===== src/rtl/tea_pkg.sv =====
// Shared TEA constants and the ASMD state type. The encryption and decryption
// cores both import this package.
//   TEA_DELTA    : key-schedule constant added (encrypt) or removed (decrypt) each round
//   TEA_SUM_INIT : TEA_DELTA * 32, the value of sum after a full 32-round encryption
//   TEA_ROUNDS   : nominal round count
//   tea_state_t  : idle / run / done controller states
package tea_pkg;

  localparam logic [31:0] TEA_DELTA    = 32'h9E37_79B9;
  localparam logic [31:0] TEA_SUM_INIT = 32'hC6EF_3720;
  localparam int unsigned TEA_ROUNDS   = 32;

  typedef enum logic [1:0] {
    StIdle,
    StRun,
    StDone
  } tea_state_t;

endpackage


===== src/rtl/tea_dec_round.sv =====
// One inverse TEA round, purely combinational.
//   v0_i, v1_i  : current half-blocks
//   sum_i       : running key-schedule sum for this round
//   k0_i..k3_i  : key words
//   v0_o, v1_o  : half-blocks after undoing one encryption round
//   sum_o       : sum for the following (earlier) round
module tea_dec_round
  import tea_pkg::*;
(
  input  logic [31:0] v0_i,
  input  logic [31:0] v1_i,
  input  logic [31:0] sum_i,
  input  logic [31:0] k0_i,
  input  logic [31:0] k1_i,
  input  logic [31:0] k2_i,
  input  logic [31:0] k3_i,
  output logic [31:0] v0_o,
  output logic [31:0] v1_o,
  output logic [31:0] sum_o
);

  // Encryption updates v0 then v1, so decryption undoes v1 first and feeds the
  // recovered v1 into the v0 step.
  always_comb begin
    v1_o  = v1_i - (((v0_i << 4) + k2_i) ^ (v0_i + sum_i) ^ ((v0_i >> 5) + k3_i));
    v0_o  = v0_i - (((v1_o << 4) + k0_i) ^ (v1_o + sum_i) ^ ((v1_o >> 5) + k1_i));
    sum_o = sum_i - TEA_DELTA;
  end

endmodule


===== src/rtl/tea_dec_asmd.sv =====
// Iterative TEA decryption engine with start/rdy/valid handshake.
// Build option: define TEA_DEC_UNROLL2_EN to run two chained rounds per cycle
// (half the latency, bit-identical results).
//   clk    : clock, rising edge
//   rst    : asynchronous active-high reset
//   ena    : clock enable; all state frozen while low
//   start  : decrypt request, taken only when ena && rdy
//   data   : ciphertext {v0, v1}
//   key    : {k0, k1, k2, k3}
//   result : plaintext {v0, v1}, held until the next accepted start
//   valid  : high while in the done state (one enabled cycle)
//   rdy    : engine idle
// ROUNDS must be a power of two, at least 2.
module tea_dec_asmd
  import tea_pkg::*;
#(
  parameter int unsigned ROUNDS = TEA_ROUNDS
) (
  input  logic          clk,
  input  logic          rst,
  input  logic          ena,
  input  logic          start,
  input  logic [63:0]   data,
  input  logic [127:0]  key,
  output logic [63:0]   result,
  output logic          valid,
  output logic          rdy
);

`ifdef TEA_DEC_UNROLL2_EN
  localparam int unsigned Steps = ROUNDS / 2;
`else
  localparam int unsigned Steps = ROUNDS;
`endif
  localparam int unsigned    CntW    = $clog2(ROUNDS);
  localparam logic [CntW-1:0] CntLast = CntW'(Steps - 1);

  tea_state_t       state_q, state_d;
  logic [CntW-1:0]  cnt_q, cnt_d;
  logic [31:0]      v0_q, v0_d;
  logic [31:0]      v1_q, v1_d;
  logic [31:0]      sum_q, sum_d;
  logic [127:0]     key_q, key_d;
  logic [63:0]      result_q, result_d;

  logic [31:0] k0, k1, k2, k3;
  logic [31:0] r0_v0, r0_v1, r0_sum;
  logic [31:0] nxt_v0, nxt_v1, nxt_sum;

  assign {k0, k1, k2, k3} = key_q;

  tea_dec_round u_round0 (
    .v0_i  (v0_q),
    .v1_i  (v1_q),
    .sum_i (sum_q),
    .k0_i  (k0),
    .k1_i  (k1),
    .k2_i  (k2),
    .k3_i  (k3),
    .v0_o  (r0_v0),
    .v1_o  (r0_v1),
    .sum_o (r0_sum)
  );

`ifdef TEA_DEC_UNROLL2_EN
  logic [31:0] r1_v0, r1_v1, r1_sum;

  tea_dec_round u_round1 (
    .v0_i  (r0_v0),
    .v1_i  (r0_v1),
    .sum_i (r0_sum),
    .k0_i  (k0),
    .k1_i  (k1),
    .k2_i  (k2),
    .k3_i  (k3),
    .v0_o  (r1_v0),
    .v1_o  (r1_v1),
    .sum_o (r1_sum)
  );

  assign nxt_v0  = r1_v0;
  assign nxt_v1  = r1_v1;
  assign nxt_sum = r1_sum;
`else
  assign nxt_v0  = r0_v0;
  assign nxt_v1  = r0_v1;
  assign nxt_sum = r0_sum;
`endif

  always_comb begin
    state_d  = state_q;
    cnt_d    = cnt_q;
    v0_d     = v0_q;
    v1_d     = v1_q;
    sum_d    = sum_q;
    key_d    = key_q;
    result_d = result_q;
    if (ena) begin
      unique case (state_q)
        StIdle: begin
          if (start) begin
            v0_d    = data[63:32];
            v1_d    = data[31:0];
            key_d   = key;
            sum_d   = TEA_SUM_INIT;
            cnt_d   = '0;
            state_d = StRun;
          end
        end
        StRun: begin
          v0_d  = nxt_v0;
          v1_d  = nxt_v1;
          sum_d = nxt_sum;
          cnt_d = cnt_q + CntW'(1);
          if (cnt_q == CntLast) begin
            result_d = {nxt_v0, nxt_v1};
            state_d  = StDone;
          end
        end
        StDone: state_d = StIdle;
        default: state_d = StIdle;
      endcase
    end
  end

  always_ff @(posedge clk or posedge rst) begin
    if (rst) begin
      state_q  <= StIdle;
      cnt_q    <= '0;
      v0_q     <= '0;
      v1_q     <= '0;
      sum_q    <= '0;
      key_q    <= '0;
      result_q <= '0;
    end else begin
      state_q  <= state_d;
      cnt_q    <= cnt_d;
      v0_q     <= v0_d;
      v1_q     <= v1_d;
      sum_q    <= sum_d;
      key_q    <= key_d;
      result_q <= result_d;
    end
  end

  assign result = result_q;
  assign valid  = (state_q == StDone);
  assign rdy    = (state_q == StIdle);

endmodule

===== config.mk =====
export PLATFORM = sky130hd
export DESIGN_NAME = tea_dec_asmd
export DESIGN_NICKNAME = d
export VERILOG_FILES = /design/src/rtl/tea_pkg.sv /design/src/rtl/tea_dec_round.sv /design/src/rtl/tea_dec_asmd.sv
export SDC_FILE = /design/constraint.sdc
export NUM_CORES = 1
export LEC_CHECK = 0
export ABC_AREA = 1
export CORE_MARGIN = 3
export CORE_UTILIZATION = 40
export DETAILED_ROUTE_END_ITERATION = 8
export PLACE_DENSITY_LB_ADDON = 0.08
export SLEW_MARGIN = 10
export SYNTH_ARGS = -nofsm -noshare
export SYNTH_HDL_FRONTEND = slang
export SYNTH_SLANG_ARGS = --single-unit

===== constraint.sdc =====
create_clock -name clk -period 11.4 [get_ports clk]
set_clock_uncertainty 0.2 [all_clocks]
set_input_delay 2.28 -clock clk [delete_from_list [all_inputs] [get_ports clk]]
set_output_delay 2.28 -clock clk [all_outputs]
set_load 0.02 [all_outputs]

# ---- Yosys cells after proc, flatten, opt, wreduce, memory -nomap -nowiden
# Index checks and enable logic that the tools add are counted.
dict set report totals {
  word_cells 43
  reg_bits 295
}
dict set report op_classes {
  n_bitwise 4
  add_sub_neg 10
  n_eq_ne 5
  mux 11
  reduce_logical 6
}
# op count
set op_table {}
lappend op_table {{$pmux W32 S2} 3}
lappend op_table {{$add A32 B32 Y32} 4}
lappend op_table {{$xor A32 B32 Y32} 4}
lappend op_table {{$mux W32} 3}
lappend op_table {{$add A27 B32 Y32} 2}
lappend op_table {{$sub A32 B32 Y32} 2}
lappend op_table {{$sub A32 B32 Y32 const B} 1}
lappend op_table {{$reduce_and A3 Y1} 4}
lappend op_table {{$pmux W5 S2} 1}
lappend op_table {{$add A5 B1 Y5 const B} 1}
lappend op_table {{$eq A5 B5 Y1 const B} 1}
lappend op_table {{$mux W5} 1}
lappend op_table {{$mux W2} 2}
lappend op_table {{$ne A2 B2 Y1 const B} 2}
lappend op_table {{$pmux W2 S2} 1}
lappend op_table {{$eq A2 B1 Y1 const B} 1}
lappend op_table {{$eq A2 B2 Y1 const B} 1}
lappend op_table {{$logic_not A2 Y1} 1}
lappend op_table {{$reduce_bool A2 Y1} 1}

# ---- Logic depth before layout (Yosys ltp)
# Gate-level depths: netlist of run 1.
dict set report logic_depth {
  ltp_word 9
  depth_mapped 55
  ltp_nobuf 55
}

# ---- Cells and area by module
# Synthesis of run 1 repeated with hierarchy kept, for this count alone.
dict set report unflattened {
  cells_unflattened 3582
  area_unflattened_um2 25461.9
}
# module seq_area_each_um2 area_each_um2 cells_each instances
set modules_own_cells {}
lappend modules_own_cells {tea_dec_round 0.0 13589.3 2170 1}
lappend modules_own_cells {tea_dec_asmd 7382.1 11872.6 1412 1}

# ---- Worst setup path before layout of run 1
# OpenSTA, ideal clock, no wires.
dict set report synth_timing {
  path_type {reg2reg}
  startpoint {register v0_q[1]}
  endpoint {register v0_q[31]}
  arrival_time_ns 6.357
  path_buffers 0
  stages_incl_launch_ff 53
  period_less_slack_ns 6.673
  slack_ns 4.727
  cell_sequence {dfrtp_1 > inv_1 > fa_1 > inv_1 > nand3_1 > nand2_1 > a21oi_2 > o21ai_2 > a21oi_2 > o21ai_2 > a21oi_2 > o21ai_2 > a21boi_2 > o21ai_0 > nor2_1 > inv_1 > nand2_1 > nand2_1 > (+17 left out) > a221oi_1 > o21ai_2 > nand2_1 > nand2_1 > xor2_1 > inv_1 > nand2_1 > nand2_1 > ha_1 > a21oi_1 > nor3_1 > nor3_1 > o31a_1 > a31oi_1 > nand3_1 > nand3_1 > nand2_1 > nand2_1}
}
dict set report synth_between {
  elab_chain_cells 9
}
# item line_no
set synth_lines {}
lappend synth_lines {{from (decl)} tea_dec_asmd.sv:40} ;# logic [31:0] v0_q, v0_d;
lappend synth_lines {{from (signal assigned)} tea_dec_asmd.sv:138} ;# v0_q <= v0_d;
lappend synth_lines {{$add A32 B32 Y32} tea_dec_round.sv:25} ;# v1_o = v1_i - (((v0_i << 4) + k2_i) ^ (v0_i + sum_i) ^ ((v0_i >> 5) + k3_i));
lappend synth_lines {{$xor A32 B32 Y32 * (2 in a row)} tea_dec_round.sv:25}
lappend synth_lines {{$sub A32 B32 Y32 *} tea_dec_round.sv:25}
lappend synth_lines {{via nxt_v1[29]} tea_dec_asmd.sv:48} ;# logic [31:0] nxt_v0, nxt_v1, nxt_sum;
lappend synth_lines {{$add A32 B32 Y32} tea_dec_round.sv:26} ;# v0_o = v0_i - (((v1_o << 4) + k0_i) ^ (v1_o + sum_i) ^ ((v1_o >> 5) + k1_i));
lappend synth_lines {{$xor A32 B32 Y32} tea_dec_round.sv:26}
lappend synth_lines {{$xor A32 B32 Y32 *} tea_dec_round.sv:26}
lappend synth_lines {{$sub A32 B32 Y32 *} tea_dec_round.sv:26}
lappend synth_lines {{$pmux W32 S2 *} tea_dec_asmd.sv:99} ;# unique case (state_q)
# Mark *: on every way through the listed nets, which the timed path passes. The rest lies on a longest branch.
# A chain may end at the register's enable or synchronous reset.

# ---- Worst setup path in the final report of run 1
dict set report layout_timing {
  startpoint {register v0_q[7]}
  endpoint {register v0_q[30]}
}
dict set report layout_between {
  elab_chain_cells 9
}
# item line_no
set layout_lines {}
lappend layout_lines {{$add A32 B32 Y32} tea_dec_round.sv:25}
lappend layout_lines {{$xor A32 B32 Y32} tea_dec_round.sv:25}
lappend layout_lines {{$xor A32 B32 Y32 *} tea_dec_round.sv:25}
lappend layout_lines {{$sub A32 B32 Y32 *} tea_dec_round.sv:25}
lappend layout_lines {{via nxt_v1[28]} tea_dec_asmd.sv:48}
lappend layout_lines {{$add A32 B32 Y32} tea_dec_round.sv:26}
lappend layout_lines {{$xor A32 B32 Y32} tea_dec_round.sv:26}
lappend layout_lines {{$xor A32 B32 Y32 *} tea_dec_round.sv:26}
lappend layout_lines {{$sub A32 B32 Y32 *} tea_dec_round.sv:26}
lappend layout_lines {{$pmux W32 S2 *} tea_dec_asmd.sv:99}
# Marks and branches as above.

==> qor.txt, run 1 <==
outcome = finished, final reports clean
Max Slew Vio Count = 0
Worst Setup Slack, final = 2.87 ns
area grow syn2layout = 19.5%
Critical Path Max Stage Delay = 0.58 ns
cts-stage hold buffer count = 0
largest net degree at the start of global routing = 158
via count = 23,700
GPL Wtd Cong = 0.940
Clock Sinks = 295
diode count = 0
Max Freq = 117 MHz
Synth warnings = 0
Worst Path Arrival = 8.77 ns
drt wl/cell = 19.8 um
crit path launch type = flip-flop
Period Utilization, post-route = 74.8%
Congestion Overflow GR = 0
setup_tns = 0 ns
drt total wl = 90.0 mm
Post-synth EDFFs = 0
Root Driver = clkbuf_16
Initial Util = 40.6%
Synth Net Count = 3,892
Final HPWL DP = 70.5 mm
row count = 91
post-route minimum period = 8.53 ns
Synth area leaders = dfrtp_1 29%, nand2_1 16%, ha_1 12%
via/cell ratio = 5.20
number of global-route vias before repair = 23,300
pre-CTS setup slack = 3.03 ns
Netlist Area Pre-Place = 0.0251 sq mm
critical path type = flip-flop to flip-flop
Ports = 262
postcts setup bufs = 0
reg2reg setup slack = 2.87 ns
area leader, netlist = dfrtp_1
Num CTS Buffers = 38
RR Endpoint = v0_q[30]
ANT nets after route = 0
CP endpoint kind = flip-flop
post-synthesis area per instance = 7.28 sq um
Synth cell types = 58
total track usage = 26.8%
Synth Instances = 3,444
placeable core area = 0.0618 sq mm
final setup fails = 0
hold path cells = 2
Skew-Pair Late Insertion Delay = 0.57 ns
most frequent CP cell = nand2_1
Max Cap Viol = 0
number of I/O port buffers = 261
CTS tree = built
Post-CTS Resized = 0
top_reg_cell synth = dfrtp_1
met3 GRT Util = 3.04%
chip height = 256 um
1st-pass router iterations = 6
Die Area = 0.0658 sq mm
die width = 256 um
Hold Path Sink = result[34]
synthesized flop and latch total = 295
share of post-route cells with drive strength above 1 = 5.63%
1st-iter DRT viols = 1,510
Slew headroom = 13.2%
post-route DRC violation count = 0
most frequent cells in the layout = 1,057 x nand2_1, 294 x dfrtp_1, 288 x inv_1
Critical Path Fanout Max = 5
most common cell after layout, fill and taps aside = nand2_1
critical path required time = 11.64 ns
Hold Violations, Final = 0
Reg clk slew, reported paths = 0.06 ns
share of the synthesized area in the top cell type = 29.4%
met1 Usage GRT = 37.7%
first-pass GRT wire length = 137 mm
initial antenna violation count = 1
min-delay src = result[34]
worst reg2reg path depth = 42
R2R Path Start = v0_q[7]
RSZ-0062 raised after global routing = false
grt met2 use = 43.4%
CTS max path bufs = 3
grt peak-use layer = met2
htree depth = 2
Hold WC Path Type = flip-flop to flip-flop
CP max-delay cell = xor2_1
ys async rst share = 100%
register area share after synthesis = 29.4%
fin nets = 4,135
measured slew at the worst slew-check pin = 1.30 ns
-- layout make-up --
cell class	instances	area (sq um)
Timing Repair Buffer	279	2760
Clock inverter	20	315
Clock buffer	48	1060
Sequential cell	295	7380
Multi-Input combinational cell	2775	16300
Tap cell	837	1050
Inverter	298	1130
Fill cell	6299	31800
-- kinds of logic (layout without fill, tap and decap cells) --
logic type | count (synthesis) | count (layout) | share of synthesized area, %
and+or+nand+nor | 1516 | 1516 | 24.6
AOI/OAI and AO/OA | 677 | 677 | 15.8
buffers and inverters | 374 | 645 | 5.73
xor gates and xnor gates | 330 | 330 | 11.6
DFF | 295 | 295 | 29.4
adders and majority gates | 252 | 252 | 12.8
-- metrics by stage --
step	area (sq um)	hold slack (ns)	cells	utilization [%]
floorplan	25100	0.246	3444	-
global placement	28600	0.261	4484	46.3
detailed placement	28600	0.262	4484	46.3
CTS	30000	0.277	4552	48.5
global route	30000	0.303	4552	48.5
finish	30000	0.273	4552	48.5
-- registers in the layout, indices dropped and copies added (netlist names) --
| name | cells |
|---|---|
| cnt_q | 5 |
| sum_q | 32 |
| result | 64 |
| key_q | 128 |
| v0_q | 32 |
| state_q | 2 |
| v1_q | 32 |
-- routing by layer --
metal	up-vias	share of wire, %
met3	121	4.4
li1	11800	-
met4	2	3.0
met2	577	45
met5	-	0.014
met1	11100	48
-- worst max-delay path, delay by kind of cell (launching register included) --
family / cells / cell delay, ns
AND/OR/NAND/NOR: 20 / 2.13
XOR/XNOR: 4 / 1.43
flip-flops: 1 / 0.49
adder cells (fa/ha/maj): 4 / 1.65
buffers and inverters: 3 / 0.24
AO/OA/AOI/OAI: 11 / 2.26
-- cells in the mapped netlist, types with 23 or more instances --
cell,number
inv_1,290
o21ai_2,23
a21oi_1,264
clkbuf_1,59
xnor2_1,109
nor3_1,37
xor2_1,219
nand4_1,24
nand2_1,1057
o21ai_0,206
ha_1,244
nor2_1,210
o211ai_1,31
nand2_2,38
nand3_1,117
dfrtp_1,295
a31oi_1,26
o21ai_1,23
-- how the worst max path moves through the flow --
stage                  start       end  slack, ns  cells after the start
floorplan                rst  cnt_q[0]       0.77                      1
global placement     v0_q[1]  v0_q[31]       3.06                     46
detailed placement  sum_q[1]  v0_q[30]       3.03                     46
CTS                 sum_q[1]  v0_q[30]       2.99                     46
global route         v0_q[0]  v0_q[31]       2.19                     53
finish               v0_q[7]  v0_q[30]       2.87                     42
Power of run 1 is left out: the tool's default activity adds up to more than one toggle a clock period on the data nets, which glitch-free logic cannot reach.
==> run 2: changes to the inputs <==
Clock period 11.4 ns to 8.65 ns, I/O delays scaled along.
==> run 2 against run 1 <==
  * Core utilization increased by 0.94 points
  * Worst hold slack got worse by 0.0043 ns
  * Die area unchanged
  * Maximum frequency increased by 3.5%
  * Global-route usage increased by 0.39 points
  * Largest cell class unchanged
  * Sequential cell count unchanged
  * Worst setup slack got worse by 2.5 ns
  * Highest routed layer is now met4
  * Cell count increased by 1.2%
==> qor.txt, run 2 (synthesis results as in run 1) <==
Worst Setup EP = v0_q[31]
ANT nets after route = 0 (unchanged)
number of I/O port buffers = 261 (unchanged)
number of fill cells in the layout = 6,245 (-0.86%)
Critical Path Stages = 43 (+2.4%)
via count = 24,000 (+1.5%)
R2R Path Start = v0_q[0]
placeable core area = 0.0618 sq mm (unchanged)
htree depth = 2 (unchanged)
Root Driver = clkbuf_16
Initial Util = 40.6% (unchanged)
Worst Path Buf+Inv = 7 (+4)
Die Area = 0.0658 sq mm (unchanged)
post-route DRC violation count = 0 (unchanged)
1st-iter DRT viols = 1,698 (+12%)
CTS max path bufs = 3 (unchanged)
outcome = finished, final reports clean
RR Endpoint = v0_q[31]
Max Cap Viol = 0 (unchanged)
crit path launch = v0_q[0]
fin nets = 4,187 (+1.3%)
critical path type = flip-flop to flip-flop
drt total wl = 91.1 mm (+1.2%)
largest net degree at the start of global routing = 158 (unchanged)
Largest register FFs = 128 (unchanged)
most frequent CP cell = nand2_1
CP max-delay cell = fa_1
initial antenna violation count = 0 (-1)
GPL Wtd Cong = 0.977 (+4.0%)
Congestion Overflow GR = 0 (unchanged)
Worst Path Arrival = 8.49 ns (-0.28 ns)
total track usage = 27.2% (+0.39 points)
CTS tree = built
CP endpoint kind = flip-flop
chip height = 256 um (unchanged)
Critical Path Max Stage Delay = 0.41 ns (-0.17 ns)
via/cell ratio = 5.21 (+0.32%)
reg2reg setup slack = 0.41 ns (-2.46 ns)
most frequent cells in the layout = 1,055 x nand2_1, 293 x dfrtp_1, 286 x inv_1
area grow syn2layout = 21.8%
Period Utilization, post-route = 95.3% (+20 points)
Hold WC Path Type = flip-flop to flip-flop
Hold Violations, Final = 0 (unchanged)
Clock Sinks = 295 (unchanged)
number of global-route vias before repair = 23,600 (+1.2%)
worst reg2reg path depth = 43 (+2.4%)
post-route minimum period = 8.24 ns (-0.287 ns)
Max Slew Vio Count = 0 (unchanged)
Max Freq = 121 MHz (+3.5%)
Reg clk slew, reported paths = 0.06 ns (about the same)
Final HPWL DP = 71.9 mm (+1.9%)
Skew-Pair Late Insertion Delay = 0.59 ns (+0.02 ns)
Slew headroom = 28.2% (+15 points)
Critical Path Fanout Max = 6 (+1)
first-pass GRT wire length = 139 mm (+1.3%)
setup_tns = 0 ns (unchanged)
Ports = 262 (unchanged)
Most flops, register = key_q
most common cell after layout, fill and taps aside = nand2_1
drt wl/cell = 19.8 um (about the same)
share of post-route cells with drive strength above 1 = 7.75% (+2.1 points)
Num CTS Buffers = 40 (+5.3%)
1st-pass router iterations = 5 (-1)
row count = 91 (unchanged)
die width = 256 um (unchanged)
measured slew at the worst slew-check pin = 1.07 ns (-0.222 ns)
critical path required time = 8.89 ns (-2.75 ns)
Largest delay share family, worst path = compound AO/OA/AOI/OAI gates
final setup fails = 0 (unchanged)
crit path launch type = flip-flop
[run 2: metal layers]
metal  part of all wire (%)  track usage (%)  vias to the layer above
met5                      0                0                        -
met1                     47             38.4                    11300
met3                    5.9             3.79                      118
met2                     44             43.1                      651
li1                       -                -                    12000
met4                    3.0             8.13                        0
[run 2: worst register-to-register path, delay by kind of cell, from the launching register on]
family          cells  cell delay [ns]
fa+ha+maj           5             1.56
flops               1             0.38
compound gates     13             2.61
buf+inv             7             0.81
xor+xnor            6             1.48
simple gates       12             1.08
[run 2: worst min path at each step]
stage	startpoint	endpoint	slack, ns	depth (start not counted)
3_5_place_dp	result[34]	result[34]	0.26	2
3_3_place_gp	result[34]	result[34]	0.26	2
2_1_floorplan	cnt_q[2]	cnt_q[2]	0.25	1
6_report	result[34]	result[34]	0.27	2
4_1_cts	result[34]	result[34]	0.27	2
5_1_grt	result[2]	result[2]	0.30	2
[run 2: final cells by class]
type	instances	area, sq um	area share (%)
antenna	1	2.50	0.00819
clock buffer	51	1100	3.61
clock inverter	20	251	0.823
inverter	298	1130	3.69
multi-input combinational	2775	16500	54.0
sequential	295	7380	24.2
tap	837	1050	3.43
timing repair buffer	329	3150	10.3
[run 2: what timing repair did]
action / CTS / global route
setup buffers: 0 / 4
gates resized for setup: 0 / 41
endpoints found under the setup margin: 0 / 12
hold buffers: 0 / 0
[run 2: through the flow]
stage                     hold slack (ns)  setup WS, ns  instance area [sq um]  instances  util (%)
after global placement              0.256        0.0955                  29000       4530      46.9
after CTS                           0.272         0.124                  30300       4601      49.0
after floorplan                     0.246          1.98                  25100       3444         -
after detailed placement            0.259         0.189                  29000       4530      46.9
final                               0.268         0.405                  30600       4606      49.4
after global routing                0.303       -0.0622                  30600       4605      49.4
Power of run 2 is left out for the same reason.
==> run 3: changes to the inputs <==
Settings changed: CAP_MARGIN set to 20.
==> results of run 3 <==
Same layout as run 2: the final DEF is identical, and so are final timing and power.
Power of run 3 is left out for the same reason.
